`src/rtl/aq_mmu_jtlb_pkg.sv`:
```
// Shared constants and types for the JTLB data-array controller.
// Contents:
//   JTLB_ENTRY_NUM / JTLB_IDX_W / JTLB_WAY_W : array geometry
//   JTLB_ARR_IDX_W                           : physical array index width
//   WEN_*                                    : per-way write-enable encodings
//   sweep_state_e                            : invalidate-all FSM states
package aq_mmu_jtlb_pkg;

  localparam int unsigned JTLB_ENTRY_NUM = 64;
  localparam int unsigned JTLB_IDX_W     = 6;
  localparam int unsigned JTLB_WAY_W     = 44;
  localparam int unsigned JTLB_ARR_IDX_W = 9;

  localparam logic [1:0] WEN_READ = 2'b00;
  localparam logic [1:0] WEN_WAY0 = 2'b01;
  localparam logic [1:0] WEN_WAY1 = 2'b10;
  localparam logic [1:0] WEN_ALL  = 2'b11;

  typedef enum logic [1:0] {
    IDLE  = 2'd0,
    SWEEP = 2'd1,
    DONE  = 2'd2
  } sweep_state_e;

endpackage

```
`src/rtl/aq_mmu_jtlb_inv_sweep.sv`:
```
// Invalidate-all sweep engine: walks entry 0..ENTRY_NUM-1, one write per cycle, then
// pulses done for one cycle. Requests arriving while busy are dropped.
// Ports:
//   clk, rst     : clock, asynchronous active-high reset
//   inv_all_req  : start pulse, honoured only in IDLE
//   busy         : high in SWEEP and DONE
//   done         : one-cycle pulse after the last write
//   sweep_wr     : a sweep write is issued this cycle
//   sweep_idx    : entry written this cycle
module aq_mmu_jtlb_inv_sweep
  import aq_mmu_jtlb_pkg::*;
#(
  parameter int unsigned ENTRY_NUM = JTLB_ENTRY_NUM,
  parameter int unsigned IDX_W     = JTLB_IDX_W
) (
  input  logic             clk,
  input  logic             rst,
  input  logic             inv_all_req,
  output logic             busy,
  output logic             done,
  output logic             sweep_wr,
  output logic [IDX_W-1:0] sweep_idx
);

  sweep_state_e     state_q, state_d;
  logic [IDX_W-1:0] cnt_q, cnt_d;

  always_ff @(posedge clk or posedge rst) begin
    if (rst) begin
      state_q <= IDLE;
      cnt_q   <= '0;
    end else begin
      state_q <= state_d;
      cnt_q   <= cnt_d;
    end
  end

  always_comb begin
    state_d  = state_q;
    cnt_d    = cnt_q;
    busy     = 1'b0;
    done     = 1'b0;
    sweep_wr = 1'b0;
    case (state_q)
      IDLE: begin
        if (inv_all_req) begin
          state_d = SWEEP;
          cnt_d   = '0;
        end
      end
      SWEEP: begin
        busy     = 1'b1;
        sweep_wr = 1'b1;
        if (cnt_q == IDX_W'(ENTRY_NUM - 1)) begin
          state_d = DONE;
          cnt_d   = '0;
        end else begin
          cnt_d = cnt_q + 1'b1;
        end
      end
      DONE: begin
        busy    = 1'b1;
        done    = 1'b1;
        state_d = IDLE;
      end
      default: state_d = IDLE;
    endcase
  end

  assign sweep_idx = cnt_q;

endmodule

```
`src/rtl/aq_mmu_jtlb_data_ctrl.sv`:
```
// JTLB data-array requester controller. Arbitrates the sweep, PTW refill writes and
// TLB-miss lookup reads onto one SRAM port (priority sweep > refill > lookup) and
// returns lookup data the cycle after grant.
// Optional feature: AQ_MMU_JTLB_DATA_HOLD_EN keeps lkup_data stable after the valid
// cycle; otherwise lkup_data is a pass-through of the array output.
// Ports:
//   forever_cpuclk, cpurst           : clock, asynchronous active-high reset
//   refill_req/idx/way/data, _gnt    : single-way write request and grant
//   lkup_req/idx, lkup_gnt           : two-way read request and grant
//   lkup_data_vld, lkup_data         : read return {way1, way0}
//   inv_all_req/busy/done            : invalidate-all control and status
//   jtlb_data_cen/wen/idx/din/dout   : SRAM array interface
module aq_mmu_jtlb_data_ctrl
  import aq_mmu_jtlb_pkg::*;
#(
  parameter int unsigned ENTRY_NUM = JTLB_ENTRY_NUM,
  parameter int unsigned IDX_W     = JTLB_IDX_W,
  parameter int unsigned WAY_W     = JTLB_WAY_W
) (
  input  logic                      forever_cpuclk,
  input  logic                      cpurst,
  input  logic                      refill_req,
  input  logic [IDX_W-1:0]          refill_idx,
  input  logic                      refill_way,
  input  logic [WAY_W-1:0]          refill_data,
  output logic                      refill_gnt,
  input  logic                      lkup_req,
  input  logic [IDX_W-1:0]          lkup_idx,
  output logic                      lkup_gnt,
  output logic                      lkup_data_vld,
  output logic [2*WAY_W-1:0]        lkup_data,
  input  logic                      inv_all_req,
  output logic                      inv_all_busy,
  output logic                      inv_all_done,
  output logic                      jtlb_data_cen,
  output logic [1:0]                jtlb_data_wen,
  output logic [JTLB_ARR_IDX_W-1:0] jtlb_data_idx,
  output logic [2*WAY_W-1:0]        jtlb_data_din,
  input  logic [2*WAY_W-1:0]        jtlb_data_dout
);

  localparam int unsigned PadW = JTLB_ARR_IDX_W - IDX_W;

  logic             sweep_wr;
  logic [IDX_W-1:0] sweep_idx;
  logic [IDX_W-1:0] sel_idx;
  logic             lkup_data_vld_q;

  aq_mmu_jtlb_inv_sweep #(
    .ENTRY_NUM (ENTRY_NUM),
    .IDX_W     (IDX_W)
  ) u_inv_sweep (
    .clk         (forever_cpuclk),
    .rst         (cpurst),
    .inv_all_req (inv_all_req),
    .busy        (inv_all_busy),
    .done        (inv_all_done),
    .sweep_wr    (sweep_wr),
    .sweep_idx   (sweep_idx)
  );

  // Refill blocks lookup even when it is itself blocked by the sweep.
  assign refill_gnt = refill_req & ~inv_all_busy;
  assign lkup_gnt   = lkup_req & ~inv_all_busy & ~refill_req;

  always_comb begin
    jtlb_data_cen = 1'b0;
    jtlb_data_wen = WEN_READ;
    sel_idx       = '0;
    jtlb_data_din = '0;
    if (sweep_wr) begin
      jtlb_data_cen = 1'b1;
      jtlb_data_wen = WEN_ALL;
      sel_idx       = sweep_idx;
    end else if (refill_gnt) begin
      jtlb_data_cen = 1'b1;
      jtlb_data_wen = refill_way ? WEN_WAY1 : WEN_WAY0;
      sel_idx       = refill_idx;
      jtlb_data_din = {refill_data, refill_data};
    end else if (lkup_gnt) begin
      jtlb_data_cen = 1'b1;
      sel_idx       = lkup_idx;
    end
  end

  assign jtlb_data_idx = {{PadW{1'b0}}, sel_idx};

  always_ff @(posedge forever_cpuclk or posedge cpurst) begin
    if (cpurst) begin
      lkup_data_vld_q <= 1'b0;
    end else begin
      lkup_data_vld_q <= lkup_gnt;
    end
  end

  assign lkup_data_vld = lkup_data_vld_q;

`ifdef AQ_MMU_JTLB_DATA_HOLD_EN
  logic [2*WAY_W-1:0] lkup_hold_q;

  always_ff @(posedge forever_cpuclk or posedge cpurst) begin
    if (cpurst) begin
      lkup_hold_q <= '0;
    end else if (lkup_data_vld_q) begin
      lkup_hold_q <= jtlb_data_dout;
    end
  end

  // Live array data in the valid cycle, captured copy afterwards.
  assign lkup_data = lkup_data_vld_q ? jtlb_data_dout : lkup_hold_q;
`else
  assign lkup_data = jtlb_data_dout;
`endif

endmodule
```
`config.mk`:
```
export PLATFORM = sky130hd
export DESIGN_NAME = aq_mmu_jtlb_data_ctrl
export DESIGN_NICKNAME = d
export VERILOG_FILES = /design/src/rtl/aq_mmu_jtlb_pkg.sv /design/src/rtl/aq_mmu_jtlb_inv_sweep.sv /design/src/rtl/aq_mmu_jtlb_data_ctrl.sv
export SDC_FILE = /design/constraint.sdc
export NUM_CORES = 1
export LEC_CHECK = 0
export BUFFER_PORTS_ARGS = -buffer_cell sky130_fd_sc_hd__buf_2
export CAP_MARGIN = 20
export CORE_AREA = 2 2 134 136
export DETAILED_ROUTE_END_ITERATION = 8
export DIE_AREA = 0 0 136 138
export HOLD_SLACK_MARGIN = 0.1
export SYNTH_ARGS = -nofsm -noshare
export SYNTH_HDL_FRONTEND = slang
export SYNTH_SLANG_ARGS = --single-unit
```
`constraint.sdc`:
```
create_clock -name forever_cpuclk -period 2.2 [get_ports forever_cpuclk]
set_clock_uncertainty 0.1 [all_clocks]
set_input_delay 0.44 -clock forever_cpuclk [delete_from_list [all_inputs] [get_ports forever_cpuclk]]
set_output_delay 0.44 -clock forever_cpuclk [all_outputs]
set_load 0.01 [all_outputs]
```
==> results.yml, run 1 <==
pwr:
  power_density_mw_per_mm2: 884
  leakagePower_uw: 0.00160
  peakVddDrop_uv: 269
finish:
  design_area_mm2: 0.00324
  layout_commonest_cell: "buf_6"
  num_antenna_cells: 0
  final_cell_mix: "91 x buf_6, 75 x buf_2, 44 x and2_4"
  syn_to_final_growth_pct: 63.9
  final_layout_size_suffix_gt1_share_pct: 80.2
  n_fill_cell: 1949
  nNetsFinal: 468
worst_setup_path:
  worstPathArrival_ps: 1810
  end_kind: "output pin"
  critPathMaxFanout: 8
  required_ps: 1660
  r2r_start: "u_inv_sweep.state_q[0]"
  startpoint_type: "flop"
  r2r_setup_slack_ps: 270
  r2r_cells: 8
  reg2reg_to: "u_inv_sweep.sweep_idx[4]"
  critPathKind: "flop to output pin"
synthesis:
  syn_avg_cell_area_um2: 7.54
  synthCells: 262
  ys_seq_area_share_pct: 11.4
  syn-cell-area_mm2: 0.00197
  ys_seq_elements: 9
  ys.warnings.count: 0
  netlist-cell-type-count: 32
hold_path:
  hold_depth: 3
  hold_class: "input port to flop"
  hold_end: "u_inv_sweep.state_q[0]"
  min_from: "inv_all_req"
placed_design:
  routabilityCongestion: 0.683
  dpl.hpwl_mm: 5.63
  port_buffers: 163
  place_ws_ps: 29.0
  placed_cell_area_mm2: 0.00212
timing:
  timing.fmax_mhz: 426
  final-setup-viol-count: 94
  slew_viol_final: 0
  hold_violations: 0
  rsz0062_at_grt: "yes"
  post-route-period-util_pct: 107
  fin_crit_ps: 2350
  setup_ws_ps: -148
detailed_routing:
  first_pass_iters: 4
  vias_per_cell: 3.37
  drtAntennaViolNets: 0
  wl_per_cell_um: 15.4
  drt_iter0_drc: 25
  wirelength_mm: 8.32
  drc_errors: 0
  vias: 1828
clock_network:
  htreeDepth: 1
  numCtsBuffers: 3
  clkSinkCount: 9
  clk-insertion-delay-late_ps: 240
  root_buffer: "clkbuf_16"
  cts_tree: "yes"
  cts_buffer_depth: 2
  clk_pin_slew_ps: 40
global_routing:
  grt_pass1_vias: 1677
  grt_pass1_wl_mm: 10.2
  track_usage_pct: 7.43
  grt.overflow.total: 0
  grt_max_degree: 21
  antenna_found_initial: 1
floorplanning:
  die_h_um: 138
  rows: 49
  start_util_pct: 11.3
  die_x_um: 136
  die_area_mm2: 0.0188
  core-area_mm2: 0.0175
  ioPinCount: 343
outcome:
  outcome: "finished with violations"
  violations: "setup timing"
run:
  maxCapViolCount: 0
[Yosys cell counts (all sizes together)]
cell / n / share of area [%]
nand2: 11 / 2.1
o211ai: 1 / 0.63
and3: 1 / 0.32
dfrtp: 9 / 11
a21oi: 4 / 1.0
ha: 4 / 2.5
and2: 44 / 14
nor3: 4 / 1.0
a22o: 2 / 0.95
a221o: 3 / 1.5
nor3b: 1 / 0.63
inv: 6 / 1.1
nand2b: 2 / 0.63
a21o: 3 / 1.2
a221oi: 1 / 0.44
mux2i: 2 / 1.0
o22a: 1 / 0.44
a22oi: 2 / 0.76
nand3: 3 / 0.76
or4b: 1 / 0.51
o21ai: 5 / 1.5
nor2: 6 / 1.1
conb: 1 / 0.19
buf: 137 / 52
clkbuf: 6 / 1.6
o21bai: 2 / 0.76
[where the power goes]
part	internal (µW)	switching [µW]	leakage (µW)
clock	243	86.7	0.0000382
combinational	1300	959	0.00145
sequential	208	60.9	0.000120
total	1750	1110	0.00160
[logic make-up (layout without fill, tap and decap cells)]
family	count (synthesis)	after routing	synth area share, %
flops	9	9	11.4
other cells	1	3	0.190
compound gates	24	24	9.19
buf+inv	149	198	54.6
fa+ha+maj	4	4	2.53
mux	2	2	1.01
simple gates	73	73	21.0
[registers in the layout (all words and copies together) (netlist names)]
signal,cells
u_inv_sweep.sweep_idx,6
u_inv_sweep.state_q,2
lkup_data_vld,1
[stage by stage]
stage	hold WS [ps]	power [µW]	utilization [%]	cells	setup TNS, ps
2_1_floorplan	168	1320	-	264	0
3_3_place_gp	330	1580	12.1	519	0
3_5_place_dp	331	1590	12.1	519	0
4_1_cts	435	2490	15.9	533	-9500
5_1_grt	472	3050	18.5	542	-13450
6_report	435	2860	18.5	542	-8780
[routing by layer]
metal | up-vias | wire length [µm] | global-route usage, %
met5 | - | 43 | 1.32
met4 | 4 | 353 | 4.00
met1 | 831 | 3060 | 8.06
met2 | 160 | 3730 | 11.0
li1 | 793 | - | -
met3 | 40 | 1130 | 4.55
[worst max path at each step]
| stage | start | end | slack (ps) | cells past startpoint |
|---|---|---|---|---|
| final | u_inv_sweep.state_q[1] | jtlb_data_idx[5] | -150 | 9 |
| after global routing | u_inv_sweep.state_q[0] | jtlb_data_idx[0] | -200 | 9 |
| after CTS | u_inv_sweep.state_q[1] | jtlb_data_idx[1] | -150 | 8 |
| after detailed placement | u_inv_sweep.state_q[0] | jtlb_data_idx[3] | 30 | 7 |
| after global placement | u_inv_sweep.state_q[0] | jtlb_data_idx[3] | 80 | 7 |
| after floorplan | u_inv_sweep.state_q[0] | jtlb_data_din[57] | 20 | 8 |
[worst max-delay path: stages (launching register included)]
cell,delay (ps)
dfrtp_1,380
inv_2,90
ha_4,210
buf_6,120
nor3b_2,200
buf_6,180
buf_6,100
a221oi_2,40
a21oi_1,120
buf_2,150
[what timing repair did]
action	4_1_cts	5_1_grt
resized for setup	99	62
hold endpoints to repair	9	0
pin swaps	3	53
setup endpoints to repair	95	95
buffers inserted	6	4
hold buffers	1	0
cloned	3	5
[area by class of cell]
class / count / area [µm²] / area share, %
Inverter: 6 / 25.0 / 0.773
Multi-Input combinational cell: 106 / 842 / 26.0
Sequential cell: 9 / 225 / 6.96
Tap cell: 229 / 287 / 8.86
Timing Repair Buffer: 188 / 1780 / 54.9
Clock buffer: 4 / 78.8 / 2.44
(Power assumes the default switching activity.)
==> run 2, diff against run 1 <==
--- a/config.mk
+++ b/config.mk
@@ -8,9 +8,12 @@
 export BUFFER_PORTS_ARGS = -buffer_cell sky130_fd_sc_hd__buf_2
 export CAP_MARGIN = 20
 export CORE_AREA = 2 2 134 136
+export CTS_CLUSTER_DIAMETER = 30
 export DETAILED_ROUTE_END_ITERATION = 8
 export DIE_AREA = 0 0 136 138
 export HOLD_SLACK_MARGIN = 0.1
+export SETUP_SLACK_MARGIN = 0.2
+export SKIP_LAST_GASP = 1
 export SYNTH_ARGS = -nofsm -noshare
 export SYNTH_HDL_FRONTEND = slang
 export SYNTH_SLANG_ARGS = --single-unit
==> results.yml, run 2 (synthesis gave the netlist of run 1 again) <==
timing:
  tns_ps: -8200
  setup_ws_ps: -157
  timing.fmax_mhz: 424
  hold_violations: 0
  final-setup-viol-count: 95
  slew_viol_final: 0
  rsz0062_at_grt: "yes"
  post-route-period-util_pct: 107
  fin_crit_ps: 2360
placed_design:
  routabilityCongestion: 0.725
  port_buffers: 163
  dpl.hpwl_mm: 5.20
  placed_cells: 521
worst_setup_path:
  critPathKind: "flop to output pin"
  worstPathArrival_ps: 1820
  slowest_delay_ps: 360
  critPathMaxFanout: 7
  worst_path_max_delay_cell: "dfrtp_1"
  startpoint_type: "flop"
  required_ps: 1660
  r2r_cells: 8
  worstPathCellList: "inv_2 -> ha_4 -> nand2b_4 -> nor2_4 -> buf_6 -> buf_12 -> a221o_1 -> buf_2"
  end_kind: "output pin"
floorplanning:
  start_util_pct: 11.3
  core-area_mm2: 0.0175
  die_area_mm2: 0.0188
  rows: 49
  die_h_um: 138
  ioPinCount: 343
  die_x_um: 136
global_routing:
  antenna_found_initial: 0
  track_usage_pct: 7.04
  grt_pass1_wl_mm: 10.1
  grt_pass1_vias: 1800
  grt_max_degree: 17
  grt.overflow.total: 0
finish:
  nNetsFinal: 468
  n_fill_cell: 1989
  largest_register_ffs: 6
  num_antenna_cells: 0
  stdcell_count: 542
  final_layout_size_suffix_gt1_share_pct: 79.2
  fin_util_pct: 16.6
  final_cell_mix: "108 x buf_2, 58 x buf_6, 43 x and2_4"
  syn_to_final_growth_pct: 47.4
  layout_commonest_cell: "buf_2"
clock_network:
  root_buffer: "clkbuf_16"
  clk_pin_slew_ps: 40
  htreeDepth: 1
  clkSinkCount: 9
  numCtsBuffers: 3
  cts_tree: "yes"
  cts_buffer_depth: 2
  clk-insertion-delay-late_ps: 240
pwr:
  fin_total_pwr_uw: 2560
  power_density_mw_per_mm2: 878
  leakagePower_uw: 0.00153
  peakVddDrop_uv: 516
outcome:
  violations: "setup timing"
  outcome: "finished with violations"
hold_path:
  hold_depth: 3
  hold_class: "input port to flop"
detailed_routing:
  drc_errors: 0
  vias_per_cell: 3.25
  vias: 1762
  wirelength_mm: 7.02
  drtAntennaViolNets: 0
  first_pass_iters: 4
  wl_per_cell_um: 12.9
  drt_iter0_drc: 40
run:
  maxCapViolCount: 0
[run 2: cell count changes in the layout (fill, tap and decap cells not counted), moves of 2 or more]
cell and delta:
buf_2 +33, buf_6 -33, buf_4 +6, clkbuf_16 -5
buf_16 -2, buf_8 +2, nand2_1 +2
[run 2: path summary, 6_finish.rpt]
check	startpoint	endpoint	slack (ps)
min reg2reg	u_inv_sweep.sweep_idx[0]	u_inv_sweep.sweep_idx[0]	500
min	inv_all_req	u_inv_sweep.state_q[0]	490
max reg2reg	u_inv_sweep.state_q[0]	u_inv_sweep.sweep_idx[4]	310
max	u_inv_sweep.state_q[0]	jtlb_data_idx[0]	-160
max in group asynchronous	cpurst	lkup_data_vld	1120
min in group asynchronous	cpurst	u_inv_sweep.sweep_idx[3]	620
[run 2: timing repair]
action | 4_1_cts | 5_1_grt
hold endpoints to repair | 9 | 0
gates cloned | 1 | 0
endpoints found under the setup margin | 95 | 102
resized for setup | 78 | 16
hold buffers | 1 | 0
pin swaps | 13 | 2
buffers inserted | 12 | 3
[run 2: critical path, delay by kind of cell, from the launching register on]
family                   cells  cell delay, ps
adder cells (fa/ha/maj)      1             280
AND/OR/NAND/NOR              2             180
buffers and inverters        4             470
AO/OA/AOI/OAI                1             290
flip-flops                   1             360
[run 2: metal layers]
metal | GRT usage [%] | part of all wire [%] | wire [µm] | vias up
met5 | 1.85 | 0.66 | 46 | -
li1 | - | - | - | 801
met2 | 11.0 | 45 | 3130 | 182
met4 | 2.03 | 1.2 | 87 | 2
met1 | 8.14 | 40 | 2780 | 764
met3 | 3.81 | 14 | 972 | 13
[run 2: metrics by stage]
stage	setup slack (ps)	instance area [µm²]	hold slack [ps]
2_1_floorplan	179	2240	168
3_3_place_gp	123	2220	327
3_5_place_dp	86.3	2220	332
4_1_cts	-164	2830	436
5_1_grt	-236	2910	508
6_report	-157	2910	490
[run 2: area by class of cell]
type	count	area, µm²	share of cell area, %
timing repair buffer	188	1450	49.7
inverter	6	27.5	0.946
clock buffer	4	78.8	2.71
tap	229	287	9.85
sequential	9	225	7.74
multi-input combinational	106	846	29.1
[run 2: power breakdown]
group | switching (µW) | internal, µW | leakage [µW] | total [µW]
combinational | 873 | 1100 | 0.00137 | 1970
clock | 81.1 | 242 | 0.0000382 | 323
sequential | 56.3 | 208 | 0.000120 | 265
total | 1010 | 1550 | 0.00153 | 2560
==> run 3, diff against run 2 <==
--- a/config.mk
+++ b/config.mk
@@ -12,7 +12,6 @@
 export DETAILED_ROUTE_END_ITERATION = 8
 export DIE_AREA = 0 0 136 138
 export HOLD_SLACK_MARGIN = 0.1
-export SETUP_SLACK_MARGIN = 0.2
 export SKIP_LAST_GASP = 1
 export SYNTH_ARGS = -nofsm -noshare
 export SYNTH_HDL_FRONTEND = slang
==> results.yml, run 3 (synthesis gave the netlist of run 1 again) <==
detailed_routing:
  wirelength_mm: 8.23
  drtAntennaViolNets: 0
  vias: 1827
  first_pass_iters: 4
  drc_errors: 0
  drt_iter0_drc: 24
  wl_per_cell_um: 15.2
  vias_per_cell: 3.37
global_routing:
  grt_max_degree: 21
  grt_pass1_vias: 1609
  antenna_found_initial: 1
  grt.overflow.total: 0
  track_usage_pct: 7.26
  grt_pass1_wl_mm: 9.92
placed_design:
  dpl.hpwl_mm: 5.63
  port_buffers: 163
  routabilityCongestion: 0.683
  placed_cells: 519
  placed_cell_area_mm2: 0.00212
pwr:
  leakagePower_uw: 0.00160
  power_density_mw_per_mm2: 885
  peakVddDrop_uv: 273
timing:
  hold_violations: 0
  fin_crit_ps: 2350
  post-route-period-util_pct: 107
  slew_viol_final: 0
  timing.hold.ws_ps: 435
  final-setup-viol-count: 94
  timing.fmax_mhz: 426
  setup_ws_ps: -149
  rsz0062_at_grt: "yes"
worst_setup_path:
  critPathKind: "flop to output pin"
  worstPathArrival_ps: 1810
  r2r_setup_slack_ps: 270
  end_kind: "output pin"
  worst_path_max_delay_cell: "dfrtp_1"
  critPathMaxFanout: 5
  slowest_delay_ps: 360
  startpoint_type: "flop"
  worstPathCellList: "inv_2 -> ha_4 -> nand2b_4 -> nor2_4 -> buf_12 -> buf_16 -> a221o_1 -> buf_2"
  crit_family: "buffers and inverters"
  required_ps: 1660
  crit_buf_inv: 4
clock_network:
  root_buffer: "clkbuf_16"
  cts_buffer_depth: 2
  clk_pin_slew_ps: 40
  clkSinkCount: 9
  clk-insertion-delay-late_ps: 240
  numCtsBuffers: 3
  cts_tree: "yes"
  htreeDepth: 1
finish:
  final_cell_mix: "88 x buf_6, 77 x buf_2, 44 x and2_4"
  design_area_mm2: 0.00322
  largest_register_ffs: 6
  num_antenna_cells: 0
  final_layout_size_suffix_gt1_share_pct: 80.2
  nNetsFinal: 468
  regArea_um2: 225
  stdcell_count: 542
  syn_to_final_growth_pct: 63.3
  multi_input_area_um2: 847
  layout_commonest_cell: "buf_6"
  n_fill_cell: 1955
floorplanning:
  die_area_mm2: 0.0188
  ioPinCount: 343
  start_util_pct: 11.3
  die_h_um: 138
  core-area_mm2: 0.0175
  die_x_um: 136
  rows: 49
outcome:
  violations: "setup timing"
  outcome: "finished with violations"
run:
  maxCapViolCount: 0
hold_path:
  hold_class: "input port to flop"
==> run 3: cell count changes in the layout (fill, tap and decap cells not counted), sizes merged <==
cell	change
buf	-5
clkbuf	+5
==> run 3: through the flow <==
stage	total power (µW)	setup TNS, ps	worst slack [ps]	utilization [%]
floorplan	1320	0	15.1	-
global placement	1580	0	79.7	12.1
detailed placement	1590	0	29.0	12.1
CTS	2310	-9940	-153	14.4
global route	3040	-13360	-199	18.4
finish	2850	-8790	-149	18.4
==> run 3: report_power, final <==
part | switching, µW | internal, µW
combinational | 959 | 1290
clock | 86.7 | 243
sequential | 61.1 | 208
total | 1110 | 1750
==> run 3: area by class of cell <==
cell class / instances / share of cell area (%)
repair buffers: 188 / 54.6
multi-input cells: 106 / 26.3
well taps: 229 / 8.89
flip-flops and latches: 9 / 6.98
clock buffers: 4 / 2.44
inverters: 6 / 0.776
==> run 3: worst register-to-register path, stage by stage, from the launching register on <==
cell     delay (ps)
dfrtp_1         380
buf_4           140
ha_2            220
buf_12          170
mux2i_1         170
buf_4           200
nor3_1           50
a21o_2          180
a22o_2          190
==> run 3: worst paths after layout <==
check	start	endpoint	depth (start not counted)
max in group asynchronous	cpurst	u_inv_sweep.state_q[1]	3
max	u_inv_sweep.state_q[0]	jtlb_data_idx[2]	8
min reg2reg	u_inv_sweep.sweep_idx[3]	u_inv_sweep.sweep_idx[3]	2
max reg2reg	u_inv_sweep.state_q[0]	u_inv_sweep.sweep_idx[4]	8
min in group asynchronous	cpurst	u_inv_sweep.sweep_idx[4]	3
min	inv_all_req	u_inv_sweep.state_q[0]	3
==> run 3: routing by layer <==
layer	GRT usage, %	up-vias	share of wire (%)
met5	1.32	-	0.52
met4	4.00	4	4.3
met3	4.55	40	14
met2	10.5	160	44
met1	8.01	830	38
li1	-	793	-
==> run 3: timing repair <==
item	in CTS	in global routing
setup endpoints to repair	95	95
resized for setup	52	109
hold buffers	1	0
hold endpoints to repair	9	0
pin swaps	3	51
setup buffers	6	4
cloned	3	5
